==> src/rtl/arbitro_volume.sv <==
// arbitro_volume: arbitrates volume commands from the front panel (A) and the
// automation path (B) onto the press-style aumenta/diminui/mute interface of the
// volume FSM. Each granted command becomes a HOLD_CYC-cycle press. The block then
// waits up to TIMEOUT cycles for mudou_volume and pulses ack to the granted requester.
// Ports: clk, reset (async, active high); req_a/cmd_a, req_b/cmd_b (00 aumenta,
//   01 diminui, 10 mute, 11 reserved); mudou_volume; aumenta/diminui/mute (registered
//   press lines); ack_a/ack_b (one-cycle completion); efeito (1 = change seen);
//   ocupado (not idle).
// Optional feature: define ARBITRO_PRIORIDADE_PAINEL_EN for fixed panel priority on
//   ties; the default build uses round-robin between A and B.
module arbitro_volume #(
  parameter int HOLD_CYC = 2,
  parameter int TIMEOUT  = 8,
  parameter int CNT_W    = 4
) (
  input  logic       clk,
  input  logic       reset,
  input  logic       req_a,
  input  logic [1:0] cmd_a,
  input  logic       req_b,
  input  logic [1:0] cmd_b,
  input  logic       mudou_volume,
  output logic       aumenta,
  output logic       diminui,
  output logic       mute,
  output logic       ack_a,
  output logic       ack_b,
  output logic       efeito,
  output logic       ocupado
);

  typedef enum logic [1:0] {OCIOSO, PRESSIONA, ESPERA, CONCLUI} estado_t;

  localparam logic [CNT_W-1:0] HOLD_LAST = CNT_W'(HOLD_CYC - 1);
  localparam logic [CNT_W-1:0] TO_LAST   = CNT_W'(TIMEOUT - 1);
  localparam logic [CNT_W-1:0] CNT_ONE   = CNT_W'(1);

  estado_t          estado, estado_n;
  logic [CNT_W-1:0] cnt, cnt_n;
  // {mute, diminui, aumenta}; kept one-hot or zero by construction
  logic [2:0]       linhas, linhas_n;
  logic             ack_a_n, ack_b_n, efeito_n;
  logic             dono_b, dono_b_n;      // owner of the command in flight
  logic             ultimo_b, ultimo_b_n;  // last_grant: 1 = B
  logic             escolhe_b;
  logic [1:0]       cmd_sel;

`ifdef ARBITRO_PRIORIDADE_PAINEL_EN
  // Panel always wins a tie; last_grant is still tracked but not consulted.
  assign escolhe_b = req_b & ~req_a;
`else
  // Tie goes to whoever was not granted last.
  assign escolhe_b = req_b & (~req_a | ~ultimo_b);
`endif

  assign cmd_sel = escolhe_b ? cmd_b : cmd_a;

  always_comb begin
    estado_n   = estado;
    cnt_n      = cnt;
    linhas_n   = linhas;
    ack_a_n    = 1'b0;
    ack_b_n    = 1'b0;
    efeito_n   = efeito;
    dono_b_n   = dono_b;
    ultimo_b_n = ultimo_b;
    unique case (estado)
      OCIOSO: begin
        if (req_a | req_b) begin
          dono_b_n   = escolhe_b;
          ultimo_b_n = escolhe_b;
          efeito_n   = 1'b0;
          cnt_n      = '0;
          estado_n   = PRESSIONA;
          unique case (cmd_sel)
            2'b00: linhas_n = 3'b001;
            2'b01: linhas_n = 3'b010;
            2'b10: linhas_n = 3'b100;
            default: begin
              // Reserved command: nothing to press, complete at once with no effect.
              linhas_n = 3'b000;
              estado_n = CONCLUI;
              ack_a_n  = ~escolhe_b;
              ack_b_n  = escolhe_b;
            end
          endcase
        end
      end
      PRESSIONA: begin
        if (cnt == HOLD_LAST) begin
          linhas_n = 3'b000;
          cnt_n    = '0;
          estado_n = ESPERA;
        end else begin
          cnt_n = cnt + CNT_ONE;
        end
      end
      ESPERA: begin
        // A change seen on the last timeout cycle still counts as an effect.
        if (mudou_volume) begin
          estado_n = CONCLUI;
          efeito_n = 1'b1;
          ack_a_n  = ~dono_b;
          ack_b_n  = dono_b;
        end else if (cnt == TO_LAST) begin
          estado_n = CONCLUI;
          efeito_n = 1'b0;
          ack_a_n  = ~dono_b;
          ack_b_n  = dono_b;
        end else begin
          cnt_n = cnt + CNT_ONE;
        end
      end
      CONCLUI: begin
        // Wait for a late mudou_volume to clear so it is not credited to the next command.
        if (!mudou_volume) estado_n = OCIOSO;
      end
      default: estado_n = OCIOSO;
    endcase
  end

  always_ff @(posedge clk or posedge reset) begin
    if (reset) begin
      estado   <= OCIOSO;
      cnt      <= '0;
      linhas   <= 3'b000;
      ack_a    <= 1'b0;
      ack_b    <= 1'b0;
      efeito   <= 1'b0;
      ocupado  <= 1'b0;
      dono_b   <= 1'b0;
      ultimo_b <= 1'b1;
    end else begin
      estado   <= estado_n;
      cnt      <= cnt_n;
      linhas   <= linhas_n;
      ack_a    <= ack_a_n;
      ack_b    <= ack_b_n;
      efeito   <= efeito_n;
      ocupado  <= (estado_n != OCIOSO);
      dono_b   <= dono_b_n;
      ultimo_b <= ultimo_b_n;
    end
  end

  assign aumenta = linhas[0];
  assign diminui = linhas[1];
  assign mute    = linhas[2];

endmodule

==> config.mk <==
export PLATFORM = sky130hd
export DESIGN_NAME = arbitro_volume
export DESIGN_NICKNAME = d
export VERILOG_FILES = /design/src/rtl/arbitro_volume.sv
export SDC_FILE = /design/constraint.sdc
export NUM_CORES = 1
export LEC_CHECK = 0
export CORE_MARGIN = 2
export CORE_UTILIZATION = 51
export DETAILED_ROUTE_END_ITERATION = 10
export PLACE_DENSITY = 0.77
export SLEW_MARGIN = 20
export SYNTH_ARGS = -nofsm -noshare
export SYNTH_HDL_FRONTEND = slang
export SYNTH_SLANG_ARGS = --single-unit
==> constraint.sdc <==
create_clock -name clk -period 2.3 [get_ports clk]
set_clock_uncertainty 0.05 [all_clocks]
set_input_delay 0.46 -clock clk [delete_from_list [all_inputs] [get_ports clk]]
set_output_delay 0.46 -clock clk [all_outputs]
set_load 0.02 [all_outputs]
==> flow_metrics.py <==
metrics = {
    "status": {
        "outcome": "completed",
    },
    "global_route": {
        "grt_max_degree": 16,
        "grt_pass1_vias": 712,
        "grt_usage_pct": 20.27,
        "antenna_found_initial": 0,
        "grt_pass1_wl_um": 3174,
        "grt_overflow": 0,
    },
    "hold_path": {
        "min-delay-start": "dono_b",
        "holdPathStages": 1,
        "min_path_type": "reg -> reg",
        "min_to": "ack_a",
    },
    "floorplanning": {
        "coreArea_mm2": 0.001745,
        "start_util_pct": 54.34,
        "chipWidth_um": 47.13,
        "boundaryPins": 16,
        "num_rows": 15,
        "die_area_mm2": 0.002221,
        "die_h_um": 47.13,
    },
    "synthesis": {
        "yosysSeqAreaShare_pct": 39.71,
        "ys_ff_latch": 15,
        "synth_edf_count": 0,
        "syn_inst": 90,
        "async_reset_ff_share_pct": 100.0,
        "yosysUniqueCellTypes": 41,
        "synth_nets": 106,
        "avgSynthCellArea_um2": 10.54,
        "yosys_warnings": 0,
        "ys.flop_type": "dfrtp_1",
        "syn_area_um2": 948.4,
    },
    "timing": {
        "setup_tns_ns": 0,
        "worst_slack_ns": 0.2946,
        "whs_ns": 0.4232,
        "slew_headroom_pct": 61.24,
        "hold_violations": 0,
        "setup_violations": 0,
        "slew_viol_final": 0,
        "rsz0062_at_grt": "no",
        "max_freq_mhz": 498.6,
        "worst_pin_slew_ns": 0.5808,
        "fin_crit_sh_pct": 87.19,
        "period_minus_slack_ns": 2.005,
    },
    "worst_setup_path": {
        "crit_type": "reg -> reg",
        "reg2reg_to": "cnt[3]",
        "crit_path_end_kind": "register",
        "crit_path_start_kind": "register",
        "path_cells": "inv_1 -> ha_1 -> or4b_4 -> o211ai_2 -> a2bb2oi_1 -> o31ai_1",
        "r2r_slack_ns": 0.29,
        "max_stage_delay_ns": 0.57,
        "required_ns": 2.41,
        "worstPathArrival_ns": 2.11,
        "cp_slowest_cell": "or4b_4",
        "reg2reg_depth": 6,
        "timing.rr.start": "estado[0]",
        "cp_max_fo": 9,
    },
    "power": {
        "seqPwrFrac_pct": 34.1,
        "netSwitchingPower_uw": 549.3,
        "p_clk_share_pct": 11.2,
        "p_int_uw": 769.0,
        "power.density_mw_per_mm2": 1149,
        "peakVddDrop_v": 0.0006133,
        "p_leak_nw": 0.4988,
        "power_mw": 1.318,
        "power_frac_comb_pct": 54.7,
        "swShare_pct": 41.67,
    },
    "routing": {
        "vias": 747,
        "viasPerCell": 5.617,
        "ant_nets": 0,
        "drt_iter0_markers": 17,
        "drc": 0,
        "drtPass1Iterations": 5,
        "drt-total-wl_um": 1957,
        "wire_per_inst_um": 14.71,
    },
    "clock_network": {
        "clk_path_buf_depth": 2,
        "insertion_delay_ns": 0.28,
        "cts_buffers": 3,
        "path_clk_slew_ns": 0.09,
        "ctsResizeCount": 0,
        "htree_num_levels": 1,
        "cts_hold_repair.buffers": 0,
        "cts.sinks": 15,
        "cts_tree": "done",
        "cts-root-buf": "clkbuf_4",
        "postCtsSetupBuffers": 0,
    },
    "layout": {
        "drive_above_1_share_pct": 13.89,
        "area_growth_pct": 20.98,
        "largest_reg_flops": 4,
        "nNetsFinal": 125,
        "reg_top3": "cnt: 4 flops, linhas: 3 flops, estado: 2 flops",
        "regMostFlops": "cnt",
        "diodes": 0,
        "register_area_um2": 376.6,
        "fillers": 151,
        "multi_input_area_um2": 525.5,
    },
    "run": {
        "drv_cap": 0,
    },
    "place": {
        "place_hpwl_um": 1522,
        "gp_congestion": 0.7754,
        "dpl_worst_slack_ns": 0.1371,
        "io_buffer_count": 15,
    },
}
==> critical path: cells and delay by family, from the launching register on <==
family / cells / cell delay [ns]
adder cells (fa/ha/maj): 1 / 0.32
AO/OA/AOI/OAI: 3 / 0.38
AND/OR/NAND/NOR: 1 / 0.57
flip-flops: 1 / 0.47
buffers and inverters: 1 / 0.10
==> cell usage after synthesis, types with 2 or more instances <==
master / count / area, µm²
dfrtp_1: 14 / 350.3
a211oi_1: 3 / 22.52
a32o_1: 2 / 20.02
ha_1: 7 / 87.58
o21ai_0: 2 / 10.01
nor3b_2: 2 / 25.02
o31ai_1: 2 / 15.01
a22o_1: 2 / 17.52
inv_1: 7 / 26.28
nand2_1: 9 / 33.78
nor2_1: 4 / 15.01
o21ai_1: 3 / 15.01
nand3_1: 2 / 10.01
a21oi_1: 2 / 10.01
mux2i_1: 3 / 30.03
==> cells in the final DEF (no fill, tap or decap), drive strengths merged, types with 3 or more instances in the layout <==
master         instances
ha                     7
o21ai                  5
nor2                   4
clkdlybuf4s50         15
clkbuf                 4
inv                    8
mux2i                  3
dfrtp                 14
a211oi                 3
nand2                  9
==> per-stage QoR <==
stage | cell area (µm²) | std cells | util, %
finish | 1147 | 133 | 65.73
global route | 1147 | 133 | 65.73
CTS | 1147 | 133 | 65.73
detailed placement | 1121 | 129 | 64.23
global placement | 1121 | 129 | 64.23
floorplan | 948.4 | 90 | -
==> power groups by stage <==
| stage | combinational, mW | clock, mW | sequential (mW) |
|---|---|---|---|
| 4_1_cts | 0.722 | 0.152 | 0.448 |
| 6_report | 0.721 | 0.148 | 0.450 |
| 3_5_place_dp | 0.716 | 0 | 0.453 |
| 2_1_floorplan | 0.446 | 0 | 0.492 |
| 5_1_grt | 0.791 | 0.166 | 0.462 |
| 3_3_place_gp | 0.695 | 0 | 0.442 |
==> worst max-delay path by stage <==
stage                          from   endpoint  slack (ns)  cells after the start
after CTS                 estado[0]     cnt[3]        0.31                      6
after global routing      estado[0]     cnt[3]        0.17                      6
final                     estado[0]     cnt[3]        0.29                      6
after floorplan           estado[0]     cnt[3]        0.46                      7
after detailed placement      req_b  linhas[2]        0.14                      5
after global placement        req_b  linhas[2]        0.23                      5
==> layout make-up <==
type,count,share of cell area [%]
Timing Repair Buffer,16,13.74
Tap cell,25,2.726
Sequential cell,15,32.82
Clock buffer,4,2.290
Multi-Input combinational cell,65,45.80
Inverter,8,2.617
==> layer usage <==
metal	GRT usage [%]	vias to the layer above	share of wire, %
met5	0	-	0
met4	10.00	0	2.9
met3	3.462	6	2.7
met2	31.51	16	46
met1	27.19	356	48
li1	-	369	-
==> logic make-up (layout without fill, tap and decap cells) <==
family | Yosys count | in the layout | share of synthesized area (%)
and+or+nand+nor | 26 | 26 | 18.34
AOI/OAI and AO/OA | 29 | 29 | 24.67
adders and majority gates | 7 | 7 | 9.234
muxes | 3 | 3 | 3.166
buffers and inverters | 10 | 28 | 4.881
DFF | 15 | 15 | 39.71
(Power assumes the default switching activity.)
